==> config.mk <==
export PLATFORM = sky130hd
export DESIGN_NAME = list_mac_sequencer
export DESIGN_NICKNAME = d
export VERILOG_FILES = /design/src/rtl/list_pkg.sv /design/src/rtl/list_find_next.sv /design/src/rtl/list_mac_sequencer.sv
export SDC_FILE = /design/constraint.sdc
export NUM_CORES = 1
export LEC_CHECK = 0
export ABC_AREA = 1
export CAP_MARGIN = 15
export CORE_AREA = 2 2 111 113
export CTS_BUF_LIST = sky130_fd_sc_hd__clkbuf_4 sky130_fd_sc_hd__clkbuf_8
export DETAILED_ROUTE_END_ITERATION = 7
export DIE_AREA = 0 0 113 115
export MAX_ROUTING_LAYER = met4
export PLACE_DENSITY = 0.79
export SYNTH_ARGS = -nofsm -noshare
export SYNTH_HDL_FRONTEND = slang
export SYNTH_HIERARCHICAL = 1
export SYNTH_SLANG_ARGS = --single-unit
==> constraint.sdc <==
create_clock -name clk -period 3.4 [get_ports clk]
set_input_delay 1.02 -clock clk [delete_from_list [all_inputs] [get_ports clk]]
set_output_delay 1.02 -clock clk [all_outputs]
set_load 0.01 [all_outputs]
==> src/rtl/list_pkg.sv <==
// Shared types and lookup-interface widths for the sparse nibble MAC sequencer.
package list_pkg;
  typedef enum logic [1:0] {IDLE, ISSUE, DRAIN, DONE} state_e;

  localparam int COMP_W    = 4;
  localparam int IDX_W     = 3;
  localparam int LK_DATA_W = 17;
endpackage

==> src/rtl/list_find_next.sv <==
// Combinational find-next-set-bit above cur_i, plus the lowest set bit of the mask.
module list_find_next #(
  parameter int N  = 4,
  parameter int IW = 3
) (
  input  logic [N-1:0]  mask_i,
  input  logic [IW-1:0] cur_i,
  output logic [IW-1:0] nxt_o,
  output logic          found_o,
  output logic [IW-1:0] low_o
);
  // Descending scan so the lowest qualifying index wins.
  always_comb begin
    nxt_o   = '0;
    found_o = 1'b0;
    low_o   = '0;
    for (int k = N - 1; k >= 0; k--) begin
      if (mask_i[k] && (k > int'(cur_i))) begin
        nxt_o   = IW'(k);
        found_o = 1'b1;
      end
      if (mask_i[k]) low_o = IW'(k);
    end
  end
endmodule

==> src/rtl/list_mac_sequencer.sv <==
// Sparse nibble-pair MAC: walks nonzero A x B nibble pairs through the product
// lookup, one pair per cycle, and accumulates the returned partial products.
module list_mac_sequencer
  import list_pkg::*;
#(
  parameter int NIBBLES = 4,
  parameter int ACC_W   = 24,
  parameter int CNT_W   = $clog2(NIBBLES*NIBBLES+1)
) (
  input  logic                     clk,
  input  logic                     rst_n,
  input  logic                     in_valid,
  output logic                     in_ready,
  input  logic [4*NIBBLES-1:0]     a,
  input  logic [4*NIBBLES-1:0]     b,
  output logic [COMP_W-1:0]        lk_comp1,
  output logic [COMP_W-1:0]        lk_comp2,
  output logic [IDX_W-1:0]         lk_i,
  output logic [IDX_W-1:0]         lk_j,
  input  logic [LK_DATA_W-1:0]     lk_data,
  output logic                     out_valid,
  input  logic                     out_ready,
  output logic [ACC_W-1:0]         result,
  output logic [CNT_W-1:0]         ops
);
  // vld_pipe[0]: pair issued this cycle; vld_pipe[1]: its lookup data is on lk_data.
  localparam int STAGES = 1;

  typedef logic [NIBBLES-1:0][COMP_W-1:0] nib_t;

  state_e               state_q, state_d;
  nib_t                 a_n, b_n, a_q, a_d, b_q, b_d;
  logic [NIBBLES-1:0]   ma_in, mb_in, ma_q, ma_d, mb_q, mb_d, ma_sel, mb_sel;
  logic [IDX_W-1:0]     li_q, li_d, lj_q, lj_d;
  logic [COMP_W-1:0]    c1_q, c1_d, c2_q, c2_d;
  logic [STAGES:0]      vld_pipe_q, vld_pipe_d;
  logic [ACC_W-1:0]     acc_q, acc_d;
  logic [CNT_W-1:0]     ops_q, ops_d;
  logic                 issue, accept;
  logic [IDX_W-1:0]     a_nxt, a_low, b_nxt, b_low;
  logic                 a_fnd, b_fnd;

  function automatic logic [COMP_W-1:0] pick(input nib_t v, input logic [IDX_W-1:0] idx);
    pick = '0;
    for (int k = 0; k < NIBBLES; k++)
      if (IDX_W'(k) == idx) pick = v[k];
  endfunction

  assign a_n = a;
  assign b_n = b;

  always_comb begin
    for (int k = 0; k < NIBBLES; k++) begin
      ma_in[k] = |a_n[k];
      mb_in[k] = |b_n[k];
    end
  end

  // In IDLE the finders see the incoming masks so the first pair is ready at accept.
  assign ma_sel = (state_q == IDLE) ? ma_in : ma_q;
  assign mb_sel = (state_q == IDLE) ? mb_in : mb_q;

  list_find_next #(.N(NIBBLES), .IW(IDX_W)) u_fn_a (
    .mask_i(ma_sel), .cur_i(li_q), .nxt_o(a_nxt), .found_o(a_fnd), .low_o(a_low));
  list_find_next #(.N(NIBBLES), .IW(IDX_W)) u_fn_b (
    .mask_i(mb_sel), .cur_i(lj_q), .nxt_o(b_nxt), .found_o(b_fnd), .low_o(b_low));

  assign accept = in_valid && in_ready;

  always_ff @(posedge clk or negedge rst_n) begin
    if (!rst_n) state_q <= IDLE;
    else        state_q <= state_d;
  end

  always_comb begin
    state_d = state_q;
    case (state_q)
      IDLE:  if (accept) state_d = (|ma_in && |mb_in) ? ISSUE : DONE;
      ISSUE: if (!a_fnd && !b_fnd) state_d = DRAIN;
      DRAIN: state_d = DONE;
      DONE:  if (out_ready) state_d = IDLE;
      default: state_d = IDLE;
    endcase
  end

  always_comb begin
    in_ready  = (state_q == IDLE);
    out_valid = (state_q == DONE);
  end

  always_comb begin
    a_d = a_q;  b_d = b_q;  ma_d = ma_q;  mb_d = mb_q;
    li_d = li_q;  lj_d = lj_q;  c1_d = c1_q;  c2_d = c2_q;
    acc_d = acc_q;  ops_d = ops_q;
    issue = 1'b0;
    if (vld_pipe_q[STAGES]) begin
      acc_d = acc_q + ACC_W'(lk_data);
      ops_d = ops_q + CNT_W'(1);
    end
    case (state_q)
      IDLE: if (accept) begin
        a_d = a_n;  b_d = b_n;  ma_d = ma_in;  mb_d = mb_in;
        acc_d = '0;  ops_d = '0;
        if (|ma_in && |mb_in) begin
          issue = 1'b1;
          li_d  = a_low;  lj_d = b_low;
          c1_d  = pick(a_n, a_low);
          c2_d  = pick(b_n, b_low);
        end
      end
      // j inner, i outer; j wraps to its lowest set bit when i advances.
      ISSUE: if (b_fnd) begin
        issue = 1'b1;
        lj_d  = b_nxt;
        c1_d  = pick(a_q, li_q);
        c2_d  = pick(b_q, b_nxt);
      end else if (a_fnd) begin
        issue = 1'b1;
        li_d  = a_nxt;  lj_d = b_low;
        c1_d  = pick(a_q, a_nxt);
        c2_d  = pick(b_q, b_low);
      end
      default: ;
    endcase
    vld_pipe_d = {vld_pipe_q[STAGES-1:0], issue};
  end

  always_ff @(posedge clk or negedge rst_n) begin
    if (!rst_n) begin
      a_q <= '0;  b_q <= '0;  ma_q <= '0;  mb_q <= '0;
      li_q <= '0;  lj_q <= '0;  c1_q <= '0;  c2_q <= '0;
      acc_q <= '0;  ops_q <= '0;  vld_pipe_q <= '0;
    end else begin
      a_q <= a_d;  b_q <= b_d;  ma_q <= ma_d;  mb_q <= mb_d;
      li_q <= li_d;  lj_q <= lj_d;  c1_q <= c1_d;  c2_q <= c2_d;
      acc_q <= acc_d;  ops_q <= ops_d;  vld_pipe_q <= vld_pipe_d;
    end
  end

  assign lk_comp1 = c1_q;
  assign lk_comp2 = c2_q;
  assign lk_i     = li_q;
  assign lk_j     = lj_q;
  assign result   = acc_q;
  assign ops      = ops_q;
endmodule

==> results.ini, run 1 <==
[sta]
min_period_ns=2.98
slew_headroom=0.517
rsz0062_at_grt=false
tightest_slew_ns=0.724
fin_ws_ns=0.415
fmax_ghz=0.335
setup_violations=0
fin_crit_sh=0.878
fin_skew_ns=0.00796
setup_tns_ns=0
hold_viol_final=0
maxSlewViolCount=0

[cells_and_area]
syn_to_final_growth_pct=22.1
utilization=0.640
nNetsFinal=1110
drive_gt1_frac=0.0799
multi_input_area_um2=3350
final_cells=1186
antenna_cells=0
final.fill_count=1115
seq_area_um2=2180

[detailed_routing]
firstDrtPassIters=7
wl_mm=16.1
ant_nets=0
drc=4
num_vias=6248
wl_per_cell_um=13.5
drtIter0Drc=511
viasPerCell=5.27

[yosys]
yosysTopAreaCell=dfrtp_1
synth-seq-area-share=0.351
ys.flop_type=dfrtp_1
synth_top_area_share=0.351
yosysMostFrequentCell=nand2_1
syn_inst=931
ys_warn_count=6
synthArstFlopShare=1.00
synth_area_leaders=dfrtp_1, nand2_1, inv_1
synth_edf_count=0
postSynthAreaPerCell_um2=6.66
synth_common_cells=nand2_1, inv_1, o21ai_0
ys_ff_latch=87
synth.distinct_cells=43
syn_area_um2=6200

[job]
maxCapViolCount=0

[global_route]
antenna_found_initial=0
overflow=0
grt_max_degree=47
grt_pass1_vias=5668
grt_pass1_wl_mm=26.9
grt_use_total=0.264

[die]
fp.dieH_um=115
initial_core_util=0.525
die-area_um2=13000
io_pins=98
num_rows=40
die_x_um=113
core_um2=11800

[worst_setup_path]
cp.arrival_ns=3.25
cp-start-kind=primary input
criticalPathCategory=primary input to register
worstSetupEndpointType=register
reg2reg_slack_ns=0.62
critPathRequiredTime_ns=3.67
cp_max_fo=6

[placement]
dp_hpwl_mm=12.4
placed_cells=1170
place.gp.congestion=0.970
detailedPlace.worstSlack_ns=0.0113
port_buffers=97

[pwr]
irDropWorstVdd_mv=0.372
p_leak_nw=3.87
power_density_nw_per_um2=923

[hold_path]
hp-class=register to register

[clock_network]
clk_pin_slew_worst_paths_ns=0.09
cts_sinks=87
clk_latency_ns=0.37
postCtsSetupRepairBufs=0
holdBufCountCts=0
cts_buffers=9
htree_levels=3
clock_path_buffers=2
cts_tree=done
cts-root-buf=clkbuf_8

[status]
status=finished, violations left
violations=DRC

-- layout make-up --
cell class,count,share of cell area
multi-input combinational,677,0.443
sequential,87,0.288
timing repair buffer,116,0.147
clock buffer,11,0.0200
inverter,143,0.0710
clock inverter,5,0.00744
tap,147,0.0243
-- registers in the layout (all words and copies together), names as in the netlist, 3 cells and up --
register / flops
a_q: 16
b_q: 16
lk_comp1: 4
lk_comp2: 4
lk_i: 3
lk_j: 3
ma_q: 4
mb_q: 4
ops: 5
result: 24
-- critical path, stage by stage --
cell	delay (ns)
clkdlybuf4s50_1	0.45
inv_1	0.09
nand4_1	0.22
nand2_1	0.11
o21ai_0	0.13
nor3_1	0.20
buf_4	0.16
nor2_1	0.05
nand2_1	0.16
inv_1	0.10
nand2_1	0.07
nand3_1	0.06
o21ai_0	0.17
nand3_1	0.12
nand2_1	0.09
nand2_1	0.04
-- cell families (layout without fill, tap and decap cells) --
logic type                 count (synthesis)  after routing  share of synthesized area
AOI/OAI and AO/OA                        169            169                      0.148
xor gates and xnor gates                   2              2                    0.00283
adders and majority gates                 23             23                     0.0476
buffers and inverters                    169            275                      0.110
DFF                                       87             87                      0.351
muxes                                      2              2                    0.00323
other                                      2              4                    0.00121
and+or+nand+nor                          477            477                      0.336
-- cells in the final DEF, fill, tap and decap left out, types with 6 or more instances in the layout --
master / synthesis / final
clkdlybuf4s50_1: 0 / 96
dfrtp_1: 87 / 87
nand3_1: 64 / 64
clkbuf_8: 0 / 11
o21ai_1: 6 / 6
a21oi_1: 34 / 34
nor2_1: 92 / 91
ha_1: 22 / 22
nand2_1: 249 / 249
o22ai_1: 16 / 16
buf_4: 5 / 20
nor3_1: 12 / 12
nor2_2: 7 / 8
inv_1: 136 / 136
nand3_2: 8 / 8
o21ai_0: 96 / 96
nand2_2: 16 / 16
nand4_1: 18 / 18
inv_2: 7 / 7
-- timing repair --
action,in CTS,in global routing
hold endpoints to repair,0,0
endpoints found under the setup margin,0,1
gates resized for setup,0,1
-- path summary, 6_finish.rpt --
path,start,endpoint,depth (start not counted)
max,b[3],lk_comp2[3],16
min,vld_pipe_q[0],vld_pipe_q[1],0
max reg2reg,state_q[0],lk_comp2[3],18
min reg2reg,vld_pipe_q[0],vld_pipe_q[1],0
max in group asynchronous,rst_n,result[7],2
min in group asynchronous,rst_n,result[19],1
-- routing by layer --
metal	track usage	share of wire	up-vias
li1	-	-	3212
met1	0.368	0.48	2825
met2	0.401	0.45	186
met3	0.0364	0.055	25
met4	0.0837	0.016	0
met5	-	0	-
-- through the flow --
stage / area [um2] / hold slack, ns / power (mW)
after floorplan: 6200 / 0.331 / 4.84
after global placement: 7350 / 0.334 / 6.13
after detailed placement: 7350 / 0.340 / 6.19
after CTS: 7560 / 0.359 / 6.98
after global routing: 7560 / 0.368 / 7.69
final: 7560 / 0.357 / 6.99
-- power by group --
group	leakage (nW)	switching [mW]	total [mW]	internal, mW
Sequential	1.09	0.416	1.91	1.49
Clock	0.105	0.387	0.765	0.379
Combinational	2.67	2.61	4.31	1.70
Total	3.87	3.41	6.99	3.57
No activity file was read; power rests on OpenSTA's default activity.
==> run 2: changes to the inputs <==
ABC_CLOCK_PERIOD_IN_PS = 3400   (was unset)
CELL_PAD_IN_SITES_DETAIL_PLACEMENT = 0   (was unset)
CELL_PAD_IN_SITES_GLOBAL_PLACEMENT = 1   (was unset)
CORE_AREA = 2 2 130 132   (was 2 2 111 113)
DIE_AREA = 0 0 132 134   (was 0 0 113 115)
PLACE_DENSITY = unset   (was 0.79)
PLACE_DENSITY_LB_ADDON = 0.1   (was unset)
==> results.ini, run 2 (synthesized netlist as in run 1, its figures left out) <==
[placement]
placed_cells=1253
dpl_cell_area_um2=7550
port_buffers=97
place.gp.congestion=0.884
dp_hpwl_mm=13.8

[sta]
slew_headroom=0.484
tightest_slew_ns=0.775
min_period_ns=3.17
setup_tns_ns=0
setup_violations=0
rsz0062_at_grt=false
fmax_ghz=0.316
maxSlewViolCount=0
fin_skew_ns=0.0126
fin_crit_sh=0.931
hold_viol_final=0

[cells_and_area]
final_common_cell=nand2_1
antenna_cells=0
largest_reg_flops=24
nNetsFinal=1120
fin_area_um2=7730
syn_to_final_growth_pct=24.8
final_cell_mix=nand2_1, inv_1, o21ai_0, clkdlybuf4s50_1, nor2_1
final_cells=1268
drive_gt1_frac=0.0868

[detailed_routing]
firstDrtPassIters=5
num_vias=6136
drtIter0Drc=495
viasPerCell=4.84
wl_per_cell_um=14.0
wl_mm=17.8
ant_nets=0
drc=0

[global_route]
grt_pass1_vias=5617
grt_pass1_wl_mm=29.0
antenna_found_initial=0
grt_use_total=0.212
grt_max_degree=88
overflow=0

[die]
core_um2=16300
die_x_um=132
die-area_um2=17700
initial_core_util=0.380
io_pins=98
num_rows=47
fp.dieH_um=134

[clock_network]
clk_latency_ns=0.39
cts_sinks=87
cts_buffers=9
clk_pin_slew_worst_paths_ns=0.08
postCtsSetupRepairBufs=0
post_cts_resized=0
clock_path_buffers=2
cts_tree=done
holdBufCountCts=0
cts-root-buf=clkbuf_8
htree_levels=3

[pwr]
power_density_nw_per_um2=918
p_leak_nw=3.91
irDropWorstVdd_mv=0.372

[hold_path]
holdCritStartpoint=vld_pipe_q[0]
whs_path_depth=0
hold_end=vld_pipe_q[1]
hp-class=register to register

[worst_setup_path]
reg2reg_slack_ns=0.53
cp-start-kind=register
timing.rr.end=lk_comp1[2]
critPathRequiredTime_ns=2.38
criticalPathCategory=register to output pin
cp_max_fo=19
worstSetupEndpointType=output pin
rr_startpoint=state_q[0]
cp.arrival_ns=2.15
rr_worst_depth=16

[status]
status=finished clean

[job]
maxCapViolCount=0

## run 2: power by group
group	total, mW	switching (mW)	internal [mW]
clock network	0.753	0.403	0.350
registers	1.90	0.408	1.49
logic	4.44	2.67	1.77
## run 2: worst max-delay path, cell delays in order (launching register included)
cell and delay (ns):
dfrtp_1 0.41, inv_1 0.11, ha_1 0.57, clkdlybuf4s50_1 0.67
## run 2: cell type report
cell class | instances | area, um2
clock buffer | 11 | 139
clock inverter | 4 | 47.5
fill | 1763 | 8560
inverter | 143 | 537
multi-input combinational | 677 | 3350
sequential | 87 | 2180
tap | 220 | 275
timing repair buffer | 126 | 1210
## run 2: worst max-delay path by stage
stage                     slack, ns  cells after the start     endpoint  startpoint
after detailed placement       0.01                     18  lk_comp2[3]       b[15]
after global placement        -0.02                     17  lk_comp2[3]       b[10]
final                          0.23                      3     in_ready  state_q[0]
after global routing           0.03                     18  lk_comp2[3]       b[15]
after CTS                      0.20                      3     in_ready  state_q[0]
after floorplan                0.75                     14  lk_comp2[3]        b[6]
## run 2: stage by stage
stage	hold WS (ns)	power (mW)	utilization	setup slack, ns
finish	0.369	7.10	0.475	0.233
CTS	0.374	7.15	0.475	0.205
global route	0.381	7.83	0.475	0.0303
global placement	0.334	6.37	0.463	-0.0230
detailed placement	0.354	6.37	0.463	0.0120
floorplan	0.331	4.84	-	0.749
## run 2: layer usage
metal / wire length, um / vias to the layer above / GRT usage / share of wire
met5: 0 / - / - / 0
met4: 224 / 0 / 0.0598 / 0.013
met3: 620 / 16 / 0.0246 / 0.035
met2: 7630 / 126 / 0.310 / 0.43
met1: 9330 / 2772 / 0.310 / 0.52
li1: - / 3222 / - / -
==> run 3: changes to the inputs <==
ABC_CLOCK_PERIOD_IN_PS = unset   (was 3400)
==> results of run 3 <==
Same layout as run 2: the final DEF is identical, and so are final timing and power.
